`src/rtl/puf_link_pkg.sv`:
```
// Shared types and framing constants for the UART <-> PUF byte link.
package puf_link_pkg;

    localparam logic [7:0] HDR_REQ = 8'hA5;
    localparam logic [7:0] HDR_RSP = 8'h5A;

    typedef enum logic [2:0] {
        StIdle,
        StRxChal,
        StPufReq,
        StPufWait,
        StTxByte,
        StTxHold,
        StTxWait
    } link_state_t;

    function automatic int unsigned max_u(input int unsigned a, input int unsigned b);
        return (a > b) ? a : b;
    endfunction

endpackage

```
`src/rtl/link_timeout.sv`:
```
// Loadable down-counter; expired_o is high once the count has run down to zero.
module link_timeout #(
    parameter int unsigned Width = 8
) (
    input  logic             clk_i,
    input  logic             rst_ni,
    input  logic             load_i,
    input  logic [Width-1:0] load_value_i,
    input  logic             en_i,
    output logic             expired_o
);

    logic [Width-1:0] count_q, count_d;

    always_comb begin
        count_d = count_q;
        if (load_i) begin
            count_d = load_value_i;
        end else if (en_i && (count_q != '0)) begin
            count_d = count_q - Width'(1);
        end
    end

    always_ff @(posedge clk_i) begin
        if (!rst_ni) begin
            count_q <= '0;
        end else begin
            count_q <= count_d;
        end
    end

    assign expired_o = (count_q == '0);

endmodule

```
`src/rtl/uart_puf_link.sv`:
```
// Framing engine: collects a challenge frame from UART bytes, runs one PUF evaluation and
// streams the framed response back through the UART transmitter.
module uart_puf_link
    import puf_link_pkg::*;
#(
    parameter int unsigned DATA_BITS      = 8,
    parameter int unsigned CHAL_BYTES     = 8,
    parameter int unsigned RESP_BYTES     = 4,
    parameter int unsigned TIMEOUT_CYCLES = 5_000_000
) (
    input  logic                            clk,
    input  logic                            resetn,
    input  logic [DATA_BITS-1:0]            data_in,
    input  logic                            rx_valid,
    output logic                            rx_enable,
    output logic [DATA_BITS-1:0]            data_out,
    output logic                            tx_enable,
    input  logic                            tx_busy,
    output logic [DATA_BITS*CHAL_BYTES-1:0] puf_challenge,
    output logic                            puf_start,
    input  logic                            puf_done,
    input  logic [DATA_BITS*RESP_BYTES-1:0] puf_response,
    output logic [7:0]                      err_count
);

    localparam int unsigned IdxW   = $clog2(max_u(CHAL_BYTES, RESP_BYTES) + 1);
    localparam int unsigned TimerW = $clog2(TIMEOUT_CYCLES + 1);
    // Reloaded value gives exactly TIMEOUT_CYCLES idle clocks before expiry.
    localparam logic [TimerW-1:0] TimeoutReload = TimerW'(TIMEOUT_CYCLES - 1);

    link_state_t                     state_q, state_d;
    logic [IdxW-1:0]                 idx_q, idx_d;
    logic [DATA_BITS*CHAL_BYTES-1:0] shadow_q, shadow_d;
    logic [DATA_BITS*CHAL_BYTES-1:0] chal_q, chal_d;
    logic [DATA_BITS*RESP_BYTES-1:0] resp_q, resp_d;
    logic [7:0]                      err_q, err_d;
    logic [DATA_BITS-1:0]            tx_byte;
    logic                            to_load, to_expired;

    link_timeout #(
        .Width (TimerW)
    ) u_timeout (
        .clk_i        (clk),
        .rst_ni       (resetn),
        .load_i       (to_load),
        .load_value_i (TimeoutReload),
        .en_i         (state_q == StRxChal),
        .expired_o    (to_expired)
    );

    // Byte 0 of the reply is the header; byte k is response lane k-1.
    always_comb begin
        tx_byte = HDR_RSP;
        for (int unsigned i = 0; i < RESP_BYTES; i++) begin
            if (idx_q == IdxW'(i + 1)) begin
                tx_byte = resp_q[i*DATA_BITS +: DATA_BITS];
            end
        end
    end

    always_comb begin
        state_d   = state_q;
        idx_d     = idx_q;
        shadow_d  = shadow_q;
        chal_d    = chal_q;
        resp_d    = resp_q;
        err_d     = err_q;
        to_load   = 1'b0;
        rx_enable = 1'b0;
        tx_enable = 1'b0;
        puf_start = 1'b0;
        data_out  = '0;

        case (state_q)
            StIdle: begin
                rx_enable = 1'b1;
                if (rx_valid && (data_in == HDR_REQ)) begin
                    state_d = StRxChal;
                    idx_d   = '0;
                    to_load = 1'b1;
                end
            end
            StRxChal: begin
                rx_enable = 1'b1;
                if (rx_valid) begin
                    to_load = 1'b1;
                    for (int unsigned i = 0; i < CHAL_BYTES; i++) begin
                        if (idx_q == IdxW'(i)) begin
                            shadow_d[i*DATA_BITS +: DATA_BITS] = data_in;
                        end
                    end
                    if (idx_q == IdxW'(CHAL_BYTES - 1)) begin
                        // Publish on the way into PufReq so the challenge is valid with puf_start.
                        chal_d  = shadow_d;
                        state_d = StPufReq;
                    end else begin
                        idx_d = idx_q + IdxW'(1);
                    end
                end else if (to_expired) begin
                    state_d = StIdle;
                    if (err_q != 8'hFF) begin
                        err_d = err_q + 8'd1;
                    end
                end
            end
            StPufReq: begin
                puf_start = 1'b1;
                state_d   = StPufWait;
            end
            StPufWait: begin
                if (puf_done) begin
                    resp_d  = puf_response;
                    idx_d   = '0;
                    state_d = StTxByte;
                end
            end
            StTxByte: begin
                if (!tx_busy) begin
                    tx_enable = 1'b1;
                    data_out  = tx_byte;
                    state_d   = StTxHold;
                end
            end
            StTxHold: begin
                state_d = StTxWait;
            end
            StTxWait: begin
                if (!tx_busy) begin
                    if (idx_q == IdxW'(RESP_BYTES)) begin
                        state_d = StIdle;
                    end else begin
                        idx_d   = idx_q + IdxW'(1);
                        state_d = StTxByte;
                    end
                end
            end
            default: begin
                state_d = StIdle;
            end
        endcase
    end

    always_ff @(posedge clk) begin
        if (!resetn) begin
            state_q  <= StIdle;
            idx_q    <= '0;
            shadow_q <= '0;
            chal_q   <= '0;
            resp_q   <= '0;
            err_q    <= '0;
        end else begin
            state_q  <= state_d;
            idx_q    <= idx_d;
            shadow_q <= shadow_d;
            chal_q   <= chal_d;
            resp_q   <= resp_d;
            err_q    <= err_d;
        end
    end

    assign puf_challenge = chal_q;
    assign err_count     = err_q;

endmodule
```
`config.mk`:
```
export PLATFORM = sky130hd
export DESIGN_NAME = uart_puf_link
export DESIGN_NICKNAME = d
export VERILOG_FILES = /design/src/rtl/puf_link_pkg.sv /design/src/rtl/link_timeout.sv /design/src/rtl/uart_puf_link.sv
export SDC_FILE = /design/constraint.sdc
export NUM_CORES = 1
export LEC_CHECK = 0
export CAP_MARGIN = 20
export CORE_MARGIN = 5
export CORE_UTILIZATION = 48
export CTS_CLUSTER_DIAMETER = 30
export DETAILED_ROUTE_END_ITERATION = 16
export HOLD_SLACK_MARGIN = 0.05
export PLACE_DENSITY = 0.85
export SLEW_MARGIN = 10
export SYNTH_ARGS = -nofsm -noshare
export SYNTH_HDL_FRONTEND = slang
export SYNTH_SLANG_ARGS = --single-unit
```
`constraint.sdc`:
```
create_clock -name clk -period 2.57 [get_ports clk]
set_input_delay 0.514 -clock clk [delete_from_list [all_inputs] [get_ports clk]]
set_output_delay 0.514 -clock clk [all_outputs]
set_load 0.1 [all_outputs]
```
=== After elaboration in Yosys (flattened, before gate mapping) ===
Index checks and enable logic that the tools add are counted.

* $add $sub $neg: 3
* Mux-type cells: 39
* Reduce and logical (&&, ||, !) cells: 16
* Bitwise operators: 2
* Eq/ne operators: 24

{| class="wikitable"
|+ Operator list
! kind !! count
|-
| $mux 8 || 14
|-
| $mux 23 || 2
|-
| $mux 3 || 8
|-
| $mux 4 || 6
|-
| $logic_not 23->1 || 1
|-
| $reduce_bool 23->1 || 1
|-
| $sub 23x1->23 const B || 1
|-
| $pmux 3 s7 || 1
|-
| $eq 4x3->1 const B || 4
|-
| $pmux 4 s4 || 1
|-
| $ne 2x2->1 const B || 7
|-
| $eq 3x3->1 const B || 3
|-
| $add 8x1->8 const B || 1
|-
| $eq 4x2->1 const B || 2
|-
| $eq 8x8->1 const B || 1
|-
| $ne 8x8->1 const B || 1
|-
| $reduce_and 7->1 || 1
|-
| $eq 3x2->1 const B || 2
|-
| $mux 1 || 6
|-
| $ne 3x3->1 const B || 2
|-
| $reduce_and 6->1 || 1
|-
| $add 4x1->4 const B || 1
|-
| $eq 4x1->1 const B || 1
|-
| $logic_not 4->1 || 1
|-
| other kinds (11) || 15
|}

* Register bits after elaboration: 198
* Output and inout port bits: 83

=== Logic depth before layout (Yosys ltp) ===
* Word-level depth: 7
* Gate-level depth with buffers: 9
* Depth with buffers taken out: 7

=== Cells and area by module ===
Synthesis repeated with hierarchy kept, for this count alone.

* Cell total of the unflattened synthesis: 1049
* Area, all modules: 8460.6 µm²

{| class="wikitable"
|+ By module, submodules not included
! module !! cells an instance !! area an instance (µm²) !! seq. area each (µm²) !! times used
|-
| uart_puf_link || 888 || 7098.1 || 3343.2 || 1
|-
| link_timeout || 161 || 1362.6 || 460.4 || 1
|}

=== Least setup slack after synthesis ===
No wires, ideal clock.

* Path kind: register to output
* Start point: register state_q[1]
* End point: output port data_out[1]
* Setup slack: -1.268 ns
* Path buffers: 2
* Stages on the path, launching flop included: 8
* Arrival: 3.324 ns
* Cell sequence: dfxtp_1 > clkbuf_1 > clkbuf_1 > nor2_1 > nand3_1 > inv_1 > o221ai_1 > a21oi_1

* Longest elaborated chain between the ends: 2

{| class="wikitable"
|+ RTL lines
! element !! line !! text
|-
| from (decl) || uart_puf_link.sv:31 || <nowiki>link_state_t state_q, state_d;</nowiki>
|-
| from (signal assigned) || uart_puf_link.sv:145 || <nowiki>state_q <= StIdle;</nowiki>
|-
| from (signal assigned) || uart_puf_link.sv:152 || <nowiki>state_q <= state_d;</nowiki>
|-
| $eq 3x3->1 || uart_puf_link.sv:74 || <nowiki>case (state_q)</nowiki>
|-
| $mux 8 || uart_puf_link.sv:74 ||
|-
| to (decl) || uart_puf_link.sv:16 || <nowiki>output logic [DATA_BITS-1:0] data_out,</nowiki>
|}

Every way passes these cells.

=== Worst setup path in the final report ===
* Start point: register idx_q[0]
* End point: output port data_out[2]

* Longest elaborated chain between the ends: 7

{| class="wikitable"
|+ RTL lines
! element !! line !! text
|-
| from (decl) || uart_puf_link.sv:32 || <nowiki>logic [IdxW-1:0] idx_q, idx_d;</nowiki>
|-
| from (signal assigned) || uart_puf_link.sv:153 || <nowiki>idx_q <= idx_d;</nowiki>
|-
| $eq 4x1->1 || uart_puf_link.sv:55 || <nowiki>if (idx_q == IdxW'(i + 1)) begin</nowiki>
|-
| $mux 8 (3 in series) || uart_puf_link.sv:55 ||
|-
| $mux 8 * || uart_puf_link.sv:55 ||
|-
| $mux 8 * || uart_puf_link.sv:118 || <nowiki>if (!tx_busy) begin</nowiki>
|-
| $mux 8 * || uart_puf_link.sv:74 ||
|}

Every way passes the cells marked *; elsewhere a longest branch is shown, timed or not.

==> qor.yml <==
run_status:
  run_status: "finished, final reports clean"
drt:
  detail_route.wl_per_cell_microns: 15.75
  total_wirelength_of_the_detailed_routed_design_mm: 21.41
  vias_per_cell: 5.521
  route.antenna.remaining_nets: 0
  drt_first_iter_violations: 656
  first_pass_iters: 5
  drc: 0
  routed-via-count: 7508
placed_design:
  pre_cts_slack_ns: -0.2611
  hpwlAfterDp_mm: 14.32
  place.detailed.instances: 1324
  globalplace.congestion: 0.8457
  place.port_buffers: 127
sta:
  fmax_ghz: 0.3940
  worst_slew_pin_slew_ns: 0.8020
  setup-violations-final: 0
  setup_ws_ns: 0.03188
  worst_slew_margin_rel_pct: 46.53
  slew_viol_final: 0
  timing.final.crit_share_pct: 98.76
  clock_skew_ns: 0.01132
  finalCriticalPeriod_ns: 2.538
  final.hold.worst_slack_ns: 0.4558
  rsz0062_at_grt: "true"
  hold_violations: 0
global_routing:
  grt_overflow_total: 0
  antenna_found_initial: 0
  grt_pass1_vias: 7075
  global_route_usage_over_all_layers_pct: 21.10
  grt_start_max_net_pins: 101
  first_pass_grt_wire_length_mm: 35.01
die:
  die_w_microns: 140.4
  core_sq_mm: 0.01664
  fp-row-count: 47
  io-pin-count: 128
  floorplan.die_area_sq_mm: 0.01972
  die_h_microns: 140.4
  start_util_pct: 49.07
synthesis:
  ys_ff_latch: 190
  synthCells: 1003
  synth_seq_area_share_pct: 46.58
  synth.lib_cells_used.distinct: 50
  synth.area.top_cells: "dfxtp_1, nand2_1, a21oi_1"
  syn-mean-instance-area_sq_um: 8.142
  postSynth.topFlopCell: "dfxtp_1"
  netlist_area_sq_mm: 0.008167
  synthDominantAreaCellType: "dfxtp_1"
  mappedNetlistNets: 1055
  netlist.area_leader.share_pct: 46.58
  synth-warning-count: 0
  synth-edff-count: 0
  ys_top_cells_by_count: "nand2_1, dfxtp_1, a21oi_1"
  yosys.cell_count.top_type: "nand2_1"
  synth_async_sr_flop_share_pct: 0
final_layout:
  layout-area-overhead-vs-synth_pct: 30.41
  antenna_cells: 0
  drive_above_1_share_pct: 19.56
  nets: 1181
  layout.cells.non_filler: 1360
  fin_util_pct: 64.00
power_and_ir_drop:
  seqPwrFrac_pct: 49.9
  netSwitchingPower_mw: 1.266
  leakagePower_nw: 3.938
  p_sw_share_pct: 21.45
  power.share.combinational_pct: 3.8
  cellPowerDensity_mw_per_mm2: 553.9
  clock_power_share_pct: 46.3
  power.ir.vdd_worst_v: 0.0004651
  post-layout-total-power_mw: 5.899
  cell_internal_pwr_mw: 4.634
worst_setup_path:
  cp-end-kind: "primary output"
  worst_path_max_fanout: 6
  worst_ep_arrival_time_ns: 2.02
  path_class: "reg2out"
  worst_r2r_path_depth: 5
  critical_path.startpoint_type: "register"
  crit_required_ns: 2.06
clock_network:
  cts_inserted_buffers: 17
  clock_latency_late_sink_ns: 0.42
  htree_num_levels: 4
  cts-root-buf: "clkbuf_16"
  cts.reportedPaths.clkPinSlew_ns: 0.07
  cts_num_sinks: 190
  cts_tree: "built"
  cts_buffer_depth: 2
min_path:
  hold_class: "reg2reg"
  whs_path_depth: 2
run:
  timing.max_cap.violations: 0
## worst paths after layout
kind | startpoint | to | slack (ns)
hold reg to reg | shadow_q[16] | shadow_q[16] | 0.46
hold / removal | shadow_q[16] | shadow_q[16] | 0.46
setup / recovery | idx_q[0] | data_out[2] | 0.03
setup reg to reg | u_timeout.count_q[11] | err_count[5] | 0.07
## metal layers
layer  vias up  part of all wire [%]  global-route usage, %
li1       3727                     -                      -
met1      3524                    44                  28.40
met2       235                    48                  34.17
met3        22                   6.5                  4.601
met4         0                   1.4                  6.068
met5         -                     0                      0
## worst max-delay path: stages (launching register included)
cell and delay [ns]:
dfxtp_4 0.38, inv_1 0.07, ha_2 0.21, and2_2 0.21, a221o_1 0.38, o21ai_2 0.09
a21oi_4 0.08, buf_12 0.17
## stage by stage
step / area [sq um] / TNS (ns)
after floorplan: 8250 / -5.544
after global placement: 9887 / -0.7904
after detailed placement: 9887 / -0.8421
after CTS: 10560 / -0.1254
after global routing: 10650 / -0.3032
final: 10650 / 0
## flip-flops by register name, indices dropped and copies added, names as in the netlist
name / cells
state_q: 3
err_count: 8
shadow_q: 56
idx_q: 4
puf_challenge: 64
resp_q: 32
u_timeout.count_q: 23
## layout by cell type (no fill, tap or decap), types with 3 or more instances in the layout
| master | synthesis | routed |
|---|---|---|
| and2_1 | 5 | 4 |
| a211oi_1 | 25 | 25 |
| a21oi_2 | 0 | 6 |
| bufinv_16 | 0 | 3 |
| and3_1 | 5 | 4 |
| o21ai_2 | 0 | 3 |
| nand3_1 | 61 | 60 |
| xnor2_1 | 6 | 6 |
| or4_1 | 6 | 4 |
| mux2i_1 | 44 | 44 |
| buf_12 | 0 | 16 |
| o221ai_1 | 6 | 5 |
| clkinvlp_4 | 0 | 3 |
| o22ai_1 | 4 | 3 |
| buf_4 | 0 | 130 |
| nand2_1 | 200 | 198 |
| dfxtp_1 | 190 | 186 |
| nand3b_1 | 3 | 3 |
| xor2_1 | 19 | 19 |
| nor4_1 | 6 | 5 |
| ha_1 | 7 | 4 |
| o21ai_0 | 12 | 8 |
| or4_4 | 1 | 3 |
| o2111ai_1 | 3 | 3 |
| inv_6 | 0 | 3 |
| clkbuf_16 | 0 | 17 |
| or3b_2 | 3 | 3 |
| clkdlybuf4s50_1 | 0 | 44 |
| or4bb_1 | 3 | 3 |
| nor2_1 | 107 | 106 |
| nor3_1 | 7 | 7 |
| a21oi_1 | 108 | 100 |
| a311oi_1 | 32 | 32 |
| o211ai_1 | 8 | 8 |
| inv_1 | 10 | 5 |
| a221o_1 | 4 | 4 |
| or3_1 | 6 | 6 |
## final cells by class
class                           instances  area [sq um]
Inverter                               10         50.05
Sequential cell                       190          3814
Fill cell                            1377          5992
Timing Repair Buffer                  191          1748
Clock inverter                         11         156.4
Clock buffer                           19         452.9
Multi-Input combinational cell        719          4154
Tap cell                              220         275.3
## power by group through the flow
stage          Sequential, mW  Combinational, mW  Clock, mW
2_1_floorplan            3.01             0.0877          0
6_report                 2.94              0.226       2.73
3_3_place_gp             3.01              0.220          0
4_1_cts                  2.94              0.224       2.76
5_1_grt                  2.94              0.239       2.90
3_5_place_dp             3.01              0.221          0
## cell families after synthesis
logic type / count (synthesis) / share of synthesized area [%]
multiplexers: 45 / 5.531
AND/OR/NAND/NOR: 431 / 23.29
buffers and inverters: 94 / 4.428
XOR/XNOR: 25 / 2.681
flip-flops: 190 / 46.58
adder cells (fa/ha/maj): 7 / 1.072
AO/OA/AOI/OAI: 211 / 16.42
## what timing repair did
| item | CTS | global route |
|---|---|---|
| setup buffers | 4 | 2 |
| cloned | 0 | 0 |
| endpoints found under the setup margin | 9 | 11 |
| resized for setup | 15 | 17 |
| pin swaps | 5 | 6 |
| hold buffers | 0 | 0 |
Power figures use the tool's default switching activity.
